$ cat config.mk
export PLATFORM = sky130hd
export DESIGN_NAME = ft_recovery_ctrl
export DESIGN_NICKNAME = d
export VERILOG_FILES = /design/src/rtl/ft_recovery_ctrl.sv
export SDC_FILE = /design/constraint.sdc
export NUM_CORES = 1
export LEC_CHECK = 0
export ABC_AREA = 1
export CAP_MARGIN = 40
export CORE_MARGIN = 2
export CORE_UTILIZATION = 30
export CTS_BUF_LIST = sky130_fd_sc_hd__clkbuf_8
export DETAILED_ROUTE_END_ITERATION = 8
export DONT_BUFFER_PORTS = 1
export SYNTH_ARGS = -nofsm -noshare
export SYNTH_HDL_FRONTEND = slang
export SYNTH_SLANG_ARGS = --single-unit
$ cat constraint.sdc
create_clock -name clk_i -period 1.5 [get_ports clk_i]
set_input_delay 0.375 -clock clk_i [delete_from_list [all_inputs] [get_ports clk_i]]
set_output_delay 0.375 -clock clk_i [all_outputs]
set_load 0.1 [all_outputs]
$ cat src/rtl/ft_recovery_ctrl.sv
// Checkpoint/rollback sequencer for a dual-core lockstep pair: periodic register-file
// checkpoints, halt/drain/restore/restart on a lockstep mismatch, fatal stop on repeated failures.
module ft_recovery_ctrl #(
  parameter int          CKPT_INTERVAL = 64,
  parameter int          DRAIN_CYCLES  = 4,
  parameter int          MAX_RETRIES   = 3,
  parameter logic [31:0] BOOT_ADDR     = 32'h0000_0080
) (
  input  logic        clk_i,
  input  logic        rst_i,
  input  logic        enable_i,
  input  logic        error_i,
  input  logic        instr_retired_i,
  input  logic [31:0] pc_retired_i,
  output logic        core_halt_o,
  output logic        rf_ckpt_o,
  output logic        rf_restore_o,
  output logic        core_reset_o,
  output logic [31:0] boot_addr_o,
  output logic        recovering_o,
  output logic        fatal_o,
  output logic [15:0] error_count_o
);

  localparam int CW = $clog2(CKPT_INTERVAL + 1);
  localparam int DW = $clog2(DRAIN_CYCLES + 1);
  localparam int RW = $clog2(MAX_RETRIES + 2);

  typedef enum logic [2:0] {
    ST_RUN     = 3'd0,
    ST_DRAIN   = 3'd1,
    ST_RESTORE = 3'd2,
    ST_RESTART = 3'd3,
    ST_FATAL   = 3'd4
  } state_e;

  state_e          state_q;
  logic [CW-1:0]   instr_cnt_q;
  logic [DW-1:0]   drain_cnt_q;
  logic [RW-1:0]   retry_cnt_q;
  logic [15:0]     error_count_q;
  logic [31:0]     boot_addr_q;
  logic            core_halt_q;
  logic            rf_ckpt_q;
  logic            rf_restore_q;
  logic            core_reset_q;
  logic            recovering_q;
  logic            fatal_q;

  logic            ckpt_hit_d;
  logic [15:0]     error_count_d;

  always_comb begin
    ckpt_hit_d    = instr_retired_i && (instr_cnt_q == CW'(CKPT_INTERVAL - 1));
    error_count_d = (error_count_q == 16'hFFFF) ? error_count_q : error_count_q + 16'd1;
  end

  // Pulses default low every cycle so a reset or state change never leaves one stretched.
  always_ff @(posedge clk_i) begin
    if (rst_i) begin
      state_q       <= ST_RUN;
      instr_cnt_q   <= '0;
      drain_cnt_q   <= '0;
      retry_cnt_q   <= '0;
      error_count_q <= '0;
      boot_addr_q   <= BOOT_ADDR;
      core_halt_q   <= 1'b0;
      rf_ckpt_q     <= 1'b0;
      rf_restore_q  <= 1'b0;
      core_reset_q  <= 1'b0;
      recovering_q  <= 1'b0;
      fatal_q       <= 1'b0;
    end else begin
      rf_ckpt_q    <= 1'b0;
      rf_restore_q <= 1'b0;
      core_reset_q <= 1'b0;
      case (state_q)
        ST_RUN: begin
          if (enable_i) begin
            if (error_i) begin
              core_halt_q  <= 1'b1;
              recovering_q <= 1'b1;
              if (retry_cnt_q == RW'(MAX_RETRIES)) begin
                state_q <= ST_FATAL;
                fatal_q <= 1'b1;
              end else begin
                state_q       <= ST_DRAIN;
                drain_cnt_q   <= '0;
                retry_cnt_q   <= retry_cnt_q + RW'(1);
                error_count_q <= error_count_d;
              end
            end else if (ckpt_hit_d) begin
              // Restart point is the instruction after the one that closed the interval.
              rf_ckpt_q   <= 1'b1;
              boot_addr_q <= pc_retired_i + 32'd4;
              instr_cnt_q <= '0;
              retry_cnt_q <= '0;
            end else if (instr_retired_i) begin
              instr_cnt_q <= instr_cnt_q + CW'(1);
            end
          end
        end
        ST_DRAIN: begin
          if (drain_cnt_q == DW'(DRAIN_CYCLES - 1)) begin
            state_q      <= ST_RESTORE;
            rf_restore_q <= 1'b1;
          end else begin
            drain_cnt_q <= drain_cnt_q + DW'(1);
          end
        end
        ST_RESTORE: begin
          state_q      <= ST_RESTART;
          core_reset_q <= 1'b1;
          instr_cnt_q  <= '0;
        end
        ST_RESTART: begin
          state_q      <= ST_RUN;
          core_halt_q  <= 1'b0;
          recovering_q <= 1'b0;
        end
        ST_FATAL: begin
          core_halt_q  <= 1'b1;
          recovering_q <= 1'b1;
          fatal_q      <= 1'b1;
        end
        default: begin
          state_q      <= ST_FATAL;
          core_halt_q  <= 1'b1;
          recovering_q <= 1'b1;
          fatal_q      <= 1'b1;
        end
      endcase
    end
  end

  assign core_halt_o   = core_halt_q;
  assign rf_ckpt_o     = rf_ckpt_q;
  assign rf_restore_o  = rf_restore_q;
  assign core_reset_o  = core_reset_q;
  assign boot_addr_o   = boot_addr_q;
  assign recovering_o  = recovering_q;
  assign fatal_o       = fatal_q;
  assign error_count_o = error_count_q;

endmodule

== After elaboration in Yosys (flattened, before gate mapping) ==
Index checks and enable logic that the tools add are counted.
W data, S select, Z words.

* Register bits: 69
* Input port bits: 37
* Word-level logic and storage cells: 87
* Output and inout port bits: 54

* Mux-type cells: 28
* Equality and inequality tests: 17
* Add/subtract/negate cells: 5
* Bitwise gates (word level): 9
* Reduce and logical (&&, ||, !) cells: 17

{| class="wikitable"
|+ Operators by type and width
! cell !! number
|-
| $mux W3 || 11
|-
| $add A32 B3 Y32 const B || 1
|-
| $mux W7 || 4
|-
| $reduce_and A4 Y1 || 5
|-
| $add A16 B1 Y16 const B || 1
|-
| $eq A16 B16 Y1 const B || 1
|-
| $ne A2 B2 Y1 const B || 8
|-
| $pmux W3 S5 || 1
|-
| $pmux W7 S2 || 1
|-
| $eq A3 B2 Y1 const B || 4
|-
| $reduce_and A5 Y1 || 2
|-
| $not A1 Y1 || 9
|-
| $mux W1 || 8
|-
| $add A7 B1 Y7 const B || 1
|-
| $eq A7 B6 Y1 const B || 1
|-
| $add A3 B1 Y3 const B || 2
|-
| $pmux W3 S2 || 1
|-
| $reduce_bool A2 Y1 || 3
|-
| $reduce_or A2 Y1 || 2
|-
| $reduce_or A4 Y1 || 1
|-
| $eq A3 B1 Y1 const B || 1
|-
| $eq A3 B3 Y1 const B || 1
|-
| $logic_not A3 Y1 || 1
|-
| $ne A3 B3 Y1 const B || 1
|-
| 5 further kinds || 5
|}

== Depth between registers and ports, before layout ==
Gate-level depths: netlist (run 1).

* Depth after elaboration: 6
* Mapped depth: 11

== Least setup slack after synthesis (run 1) ==
OpenSTA, ideal clock, no wires.

* Path kind: flip-flop to flip-flop
* From: register error_count_q[1] (netlist: error_count_o[1])
* To: register error_count_q[13] (netlist: error_count_o[13])
* Arrival time: 2.258 ns
* Path buffers: 1
* Period minus slack after synthesis: 2.326 ns
* Library setup time: 0.068 ns
* Data required time: 1.432 ns
* Path slack: -0.826 ns
* Stages on the path, launching flop included: 11
* Cells stage by stage: dfxtp_1 -> ha_1 -> nand2_1 -> nor2_2 -> nand2_2 -> nor2_4 -> nand2_4 -> nand2_4 -> buf_6 -> nand2_1 -> a21oi_2

* Cells in the longest elaborated chain, start to end: 3
* Elaborated cells between the ends (all ways): 4
* Those cells by class: add/sub (1); eq/ne (1); bitwise (1); reduce/logical (1)

{| class="wikitable"
|+ Ends and longest elaborated chain
! element !! line !! RTL
|-
| start, declared || 41 || <nowiki>logic [15:0] error_count_q;</nowiki>
|-
| start signal, assigned || 90 || <nowiki>error_count_q <= error_count_d;</nowiki>
|-
| parallel branches: the longest is 3 deep, another holds $add A16 B1 Y16 || -- ||
|}

Several ways; the timed one is not identified.
A chain may end at the register's enable or synchronous reset.

== Final worst setup path (run 1) ==
* From: register instr_cnt_q[0]
* To: register boot_addr_q[15] (netlist: boot_addr_o[15])

* Cells in the longest elaborated chain, start to end: 3

{| class="wikitable"
|+ Ends and longest elaborated chain
! element !! line !! RTL
|-
| start, declared || 38 || <nowiki>logic [CW-1:0] instr_cnt_q;</nowiki>
|-
| start signal, assigned || 99 || <nowiki>instr_cnt_q <= instr_cnt_q + CW'(1);</nowiki>
|-
| $eq A7 B6 Y1 || 54 || <nowiki>ckpt_hit_d = instr_retired_i && (instr_cnt_q == CW'(CKPT_INTERVAL - 1));</nowiki>
|-
| $logic_and A1 B1 Y1 || 54 ||
|-
| $reduce_and A4 Y1 (no line) || -- ||
|-
| end signal, assigned || 95 || <nowiki>boot_addr_q <= pc_retired_i + 32'd4;</nowiki>
|-
| end, declared || 42 || <nowiki>logic [31:0] boot_addr_q;</nowiki>
|}

Every way passes these cells.

==> results of run 1 <==
-- logic make-up after synthesis --
group | Yosys count | synth area share (%)
xor+xnor | 15 | 3.23
buf+inv | 93 | 10.2
flops | 69 | 33.9
simple gates | 359 | 38.5
fa+ha+maj | 7 | 2.15
compound gates | 85 | 12.0
-- cells in the final DEF, fill, tap and decap left out, types with 8 or more instances in the layout --
master | synthesis | final
buf_4 | 1 | 83
dfxtp_1 | 69 | 46
a21oi_2 | 3 | 10
o21ai_1 | 6 | 11
o21ai_0 | 27 | 15
clkbuf_8 | 0 | 9
xor2_1 | 10 | 10
nor2_1 | 103 | 93
nand2_1 | 179 | 170
a21oi_1 | 30 | 23
nor2_2 | 5 | 11
o21a_1 | 15 | 15
buf_12 | 0 | 8
buf_6 | 5 | 9
dfxtp_4 | 0 | 16
nand3_1 | 36 | 29
nor2_4 | 4 | 8
nand3b_1 | 15 | 15
inv_1 | 74 | 73
-- power by group through the flow --
stage | registers, mW | logic [mW] | clock network (mW)
floorplan | 1.95 | 0.268 | 0
CTS | 1.86 | 0.445 | 1.80
finish | 1.86 | 0.492 | 1.74
detailed placement | 1.90 | 0.431 | 0
global placement | 1.90 | 0.429 | 0
global route | 1.86 | 0.544 | 1.86
-- layout make-up --
type	instances	area [µm²]	share of cell area, %
clock buffers	9	124	2.18
clock inverters	7	95.1	1.67
repair buffers	103	960	16.9
well taps	176	220	3.87
inverters	76	300	5.28
multi-input cells	467	2540	44.6
flip-flops and latches	69	1450	25.5
-- worst register-to-register path: cells and delay by family, from the launching register on --
kind	cells	cell delay (ps)
AOI/OAI and AO/OA	1	160
adders and majority gates	1	160
buffers and inverters	4	450
DFF	1	340
and+or+nand+nor	4	290
-- metal layers --
metal,track usage [%],up-vias
met4,3.71,0
li1,-,2176
met1,18.5,1855
met5,0,-
met3,7.36,8
met2,27.5,108
-- repair_timing --
action                                  4_1_cts  5_1_grt
buffers inserted                              0       11
cloned                                        0        4
resized for setup                            18       74
endpoints found under the setup margin       35       44
pin swaps                                     4       36
-- through the flow --
| stage | cell area [µm²] | total power [mW] | setup TNS [ps] | utilization [%] |
|---|---|---|---|---|
| after floorplan | 4160 | 2.22 | -1320 | - |
| after global placement | 4990 | 2.32 | -1480 | 37.7 |
| after detailed placement | 4990 | 2.33 | -1630 | 37.7 |
| after CTS | 5280 | 4.10 | -1.02 | 39.9 |
| after global routing | 5690 | 4.27 | -1820 | 43.0 |
| final | 5690 | 4.09 | 0 | 43.0 |
-- flip-flops by register name (all words and copies together) (netlist names) --
register       cells
boot_addr_o       32
core_reset_o       1
drain_cnt_q        3
error_count_o     16
fatal_o            1
instr_cnt_q        7
recovering_o       1
retry_cnt_q        3
rf_ckpt_o          1
rf_restore_o       1
state_q            3
-- worst paths after layout --
check	from	to
setup / recovery	instr_cnt_q[0]	boot_addr_o[15]
hold / removal	rst_i	error_count_o[14]
setup reg to reg	instr_cnt_q[0]	boot_addr_o[15]
hold reg to reg	boot_addr_o[11]	boot_addr_o[11]
==> metrics.txt, run 1 <==
via count 4147; clock slew at reported path FFs about 80 ps; Top FF cell, synth dfxtp_1; Rows 42; Max Buffers Root-to-Sink 2; Crit-path slowest cell dfxtp_2; worst path required time 1760 ps; Yosys cell types 36; RSZ-0062 raised after global routing true; Comb power frac 12.0%; Sw Pwr 1.12 mW; drt via density 4.57; register bit total from synthesis 69; FMAX roughly 670 MHz; Yosys top cell area share 33.9%; skew final ~7.2 ps; Worst EP arrival 1760 ps; routed wl met2 just under 6000 µm; Hold/Removal Path Class in -> reg; final WL 12000 µm; final setup fails 0; final hold vios 0; max-cap check violation count 0; outcome finished clean; hold depth 1; RePlAce Congestion 0.966; root buf cell clkbuf_8; initial antenna violation count 0; max layer used met4; core area approximately 13000 µm²; total internal power 2.97 mW; Worst Tran Pin Value 327 ps; Commonest cells post-synth 179 x nand2_1, 103 x nor2_1, 74 x inv_1, 69 x dfxtp_1, 36 x nand3_1; Leak Pwr 2.44 nW; Global Route Usage Sum 16.2%; DR DRC count 0; Clk Latency, worst-skew pair 360 ps; syn avg cell area about 6.5 µm²; 1st-iter DRT viols 182; Die Ht around 120 µm; fin. max-slew vios 0; Levels on crit path 10; worst path cell trace ha_4, nand3_4, nor2_4, buf_6, nand2_8, clkinv_8, clkbuf_16, o21a_1, nand2_1, inv_1; worst-path fanout max 8; layout net count 770; Area contributors post-synth dfxtp_1 34%, nand2_1 17%, nor2_1 9.5%; final worst slack about 5.3 ps; Seq/Total Area, Yosys 33.9%; Reg power frac 45.4%; number of global-route vias before repair about 3900; final worst path period share 99.6%; layout filler cell count 1415; relative slew slack 78.2%; # port buffers 0; yosys warns 0; minimum clock period 1490 ps; CTS tree yes; area grow syn2layout 39.8%; Net Sw Frac a little over a quarter; crit start category flip-flop; first-pass GRT wire length 18500 µm; ant diodes 0; DR WL/cell 13.2 µm; synthesized area 4070 µm²; asr flop ratio synth 0%; Post-Syn Instances around 630; Initial Util between 30% and 40%; Detail Route Antenna Nets 0; CTS buffer count 9; pre-CTS setup slack -132 ps; CP Capture Type flip-flop; met3 wire len 1210 µm; worst hold margin 76.0 ps; VDD IR max about 0.00042 V; total clock sinks 69; Post-Route M1 WL 4890 µm; Final Instance Count excl. Fillers around 910; reg-to-reg slack, setup about 5.3 ps; layout cells sized above 1 between 20% and 30%; Bufs and invs on worst path 4; drt pass-1 iters 4; Clk pwr share 42.6%; CTS H-tree lvls 3; cts-stage hold buffer count 0; count leader, synth nand2_1; HPWL after detailed placement 8850 µm; IO Pins 91; largest net degree at the start of global routing 31; Yosys top cell by area dfxtp_1; syn_nets 672; die area between 10000 and 15000 µm²; Worst path max stage delay 340 ps; Die Width around 120 µm; number of synthesized flops with an enable pin 0; cell total after placement 876; PD cells 719 nW/µm²; Worst R2R Path Depth 10; kind of critical path reg -> reg; grt total ovfl 0; Crit path max-delay family buffers and inverters
Power figures use the tool's default switching activity.
==> run 2, diff against run 1 <==
clock period = 1.7 ns   (was 1.5 ns; I/O delays follow)
==> metrics.txt, run 2 (synthesis gave the netlist of run 1 again) <==
Clk pwr share between 40 and 50%; Hold Path End boot_addr_o[11]; most common cell after layout, fill and taps aside nand2_1; number of global-route vias before repair 3789; FMAX approximately 640 MHz; Worst EP arrival 1830 ps; DR DRC count 0; Worst Tran Pin Value 400 ps; Net Sw Frac 26.6%; initial antenna violation count 0; Sw Pwr 0.928 mW; grt total ovfl 0; clock slew at reported path FFs 80 ps; Storage cell area 1430 µm²; drt via density 4.55; largest net degree at the start of global routing 31; CP Capture Type flip-flop; R2R Path End error_count_o[15]; skew final 6.99 ps; FF-to-FF Start error_count_o[0]; layout cells sized above 1 19.1%; Detail Route Antenna Nets 0; Design Power 3.49 mW; Comb power frac 10.1%; commonest non-fill, non-tap cells in the layout 179 x nand2_1, 102 x nor2_1, 74 x inv_1, 66 x buf_4, 51 x dfxtp_1; Clk Latency, worst-skew pair 350 ps; final setup fails 0; RePlAce Congestion around 0.93; setup TNS 0 ps; Crit. Startpoint error_count_o[0]; # port buffers 0; Die Width 120 µm; Final Util 38.2%; outcome finished clean; core area about 13000 µm²; via count 3977; ant diodes 0; 1st-iter DRT viols 200; CTS buffer count 9; worst path required time 1980 ps; total clock sinks 69; Hold/Removal Path Class in -> reg; layout net count 737; minimum clock period 1550 ps; Reg power frac 47.2%; relative slew slack 73.1%; kind of critical path reg -> reg; DR WL/cell about 13 µm; Global Route Usage Sum 16.1%; final WL 11000 µm; max reg flops 32; CTS tree yes; PD cells between 600 and 700 nW/µm²; hold depth 1; first-pass GRT wire length 18400 µm; CTS H-tree lvls 3; crit start category flip-flop; drt pass-1 iters 4; VDD IR max 0.000324 V; final hold vios 0; total internal power 2.56 mW; final worst path period share 91.2%; Leak Pwr between 2 and 2.5 nW; Worst Hold Launch rst_i; Rows 42; layout filler cell count between 1000 and 1500; worst-path fanout max 14; Initial Util 30.7%; die area 14500 µm²; area grow syn2layout 24.3%; Worst R2R Path Depth 9; HPWL after detailed placement 8510 µm; root buf cell clkbuf_8; fin. max-slew vios 0; reg-to-reg slack, setup 150 ps; Die Ht 120 µm; IO Pins 91; Max Buffers Root-to-Sink 2; max-cap check violation count 0; multi-input combinational cell area 2310 µm²
-- run 2: worst max path at each step --
stage | end | slack [ps] | cells after the start
after floorplan | error_count_o[14] | 2 | 7
after global placement | boot_addr_o[14] | 10 | 9
after detailed placement | boot_addr_o[14] | 10 | 9
after CTS | error_count_o[11] | 20 | 8
after global routing | boot_addr_o[13] | -5 | 9
final | error_count_o[15] | 150 | 9
-- run 2: layout make-up --
class,instances,share of cell area (%)
inverters,76,5.66
clock buffers,9,2.45
multi-input cells,466,45.7
well taps,176,4.35
clock inverters,7,1.78
repair buffers,71,11.8
flip-flops and latches,69,28.3
-- run 2: routing by layer --
| metal | GRT usage [%] | wire [µm] | vias to the layer above |
|---|---|---|---|
| met3 | 7.36 | 1010 | 12 |
| met1 | 18.0 | 4660 | 1760 |
| met4 | 4.51 | 163 | 0 |
| met2 | 27.5 | 5170 | 96 |
| li1 | - | - | 2109 |
| met5 | 0 | 0 | - |
-- run 2: worst max-delay path: stages (launching register included) --
cell,delay (ps)
dfxtp_4,390
ha_4,150
nand2_1,60
nor2_2,160
nand2_2,110
nor2_4,120
nand2_4,140
nand2_8,150
nand2_1,60
a21oi_1,150
-- run 2: power by group through the flow --
stage / combinational, mW / clock (mW) / sequential, mW
after CTS: 0.343 / 1.55 / 1.65
after global placement: 0.340 / 0 / 1.68
after floorplan: 0.235 / 0 / 1.73
after global routing: 0.397 / 1.62 / 1.65
after detailed placement: 0.342 / 0 / 1.68
final: 0.352 / 1.49 / 1.65
-- run 2: timing repair --
action	4_1_cts	5_1_grt
hold buffers	0	0
setup endpoints to repair	0	52
resized for setup	0	7
buffers inserted	0	1
-- run 2: stage by stage --
stage               std cells  hold WS [ps]  worst slack [ps]  cell area, µm²
detailed placement        857           468              12.8            4800
global route              874          93.0             -5.42            5060
CTS                       873           105              15.5            5010
global placement          857           462              14.4            4800
finish                    874           137               149            5060
floorplan                 628           455              1.61            4130
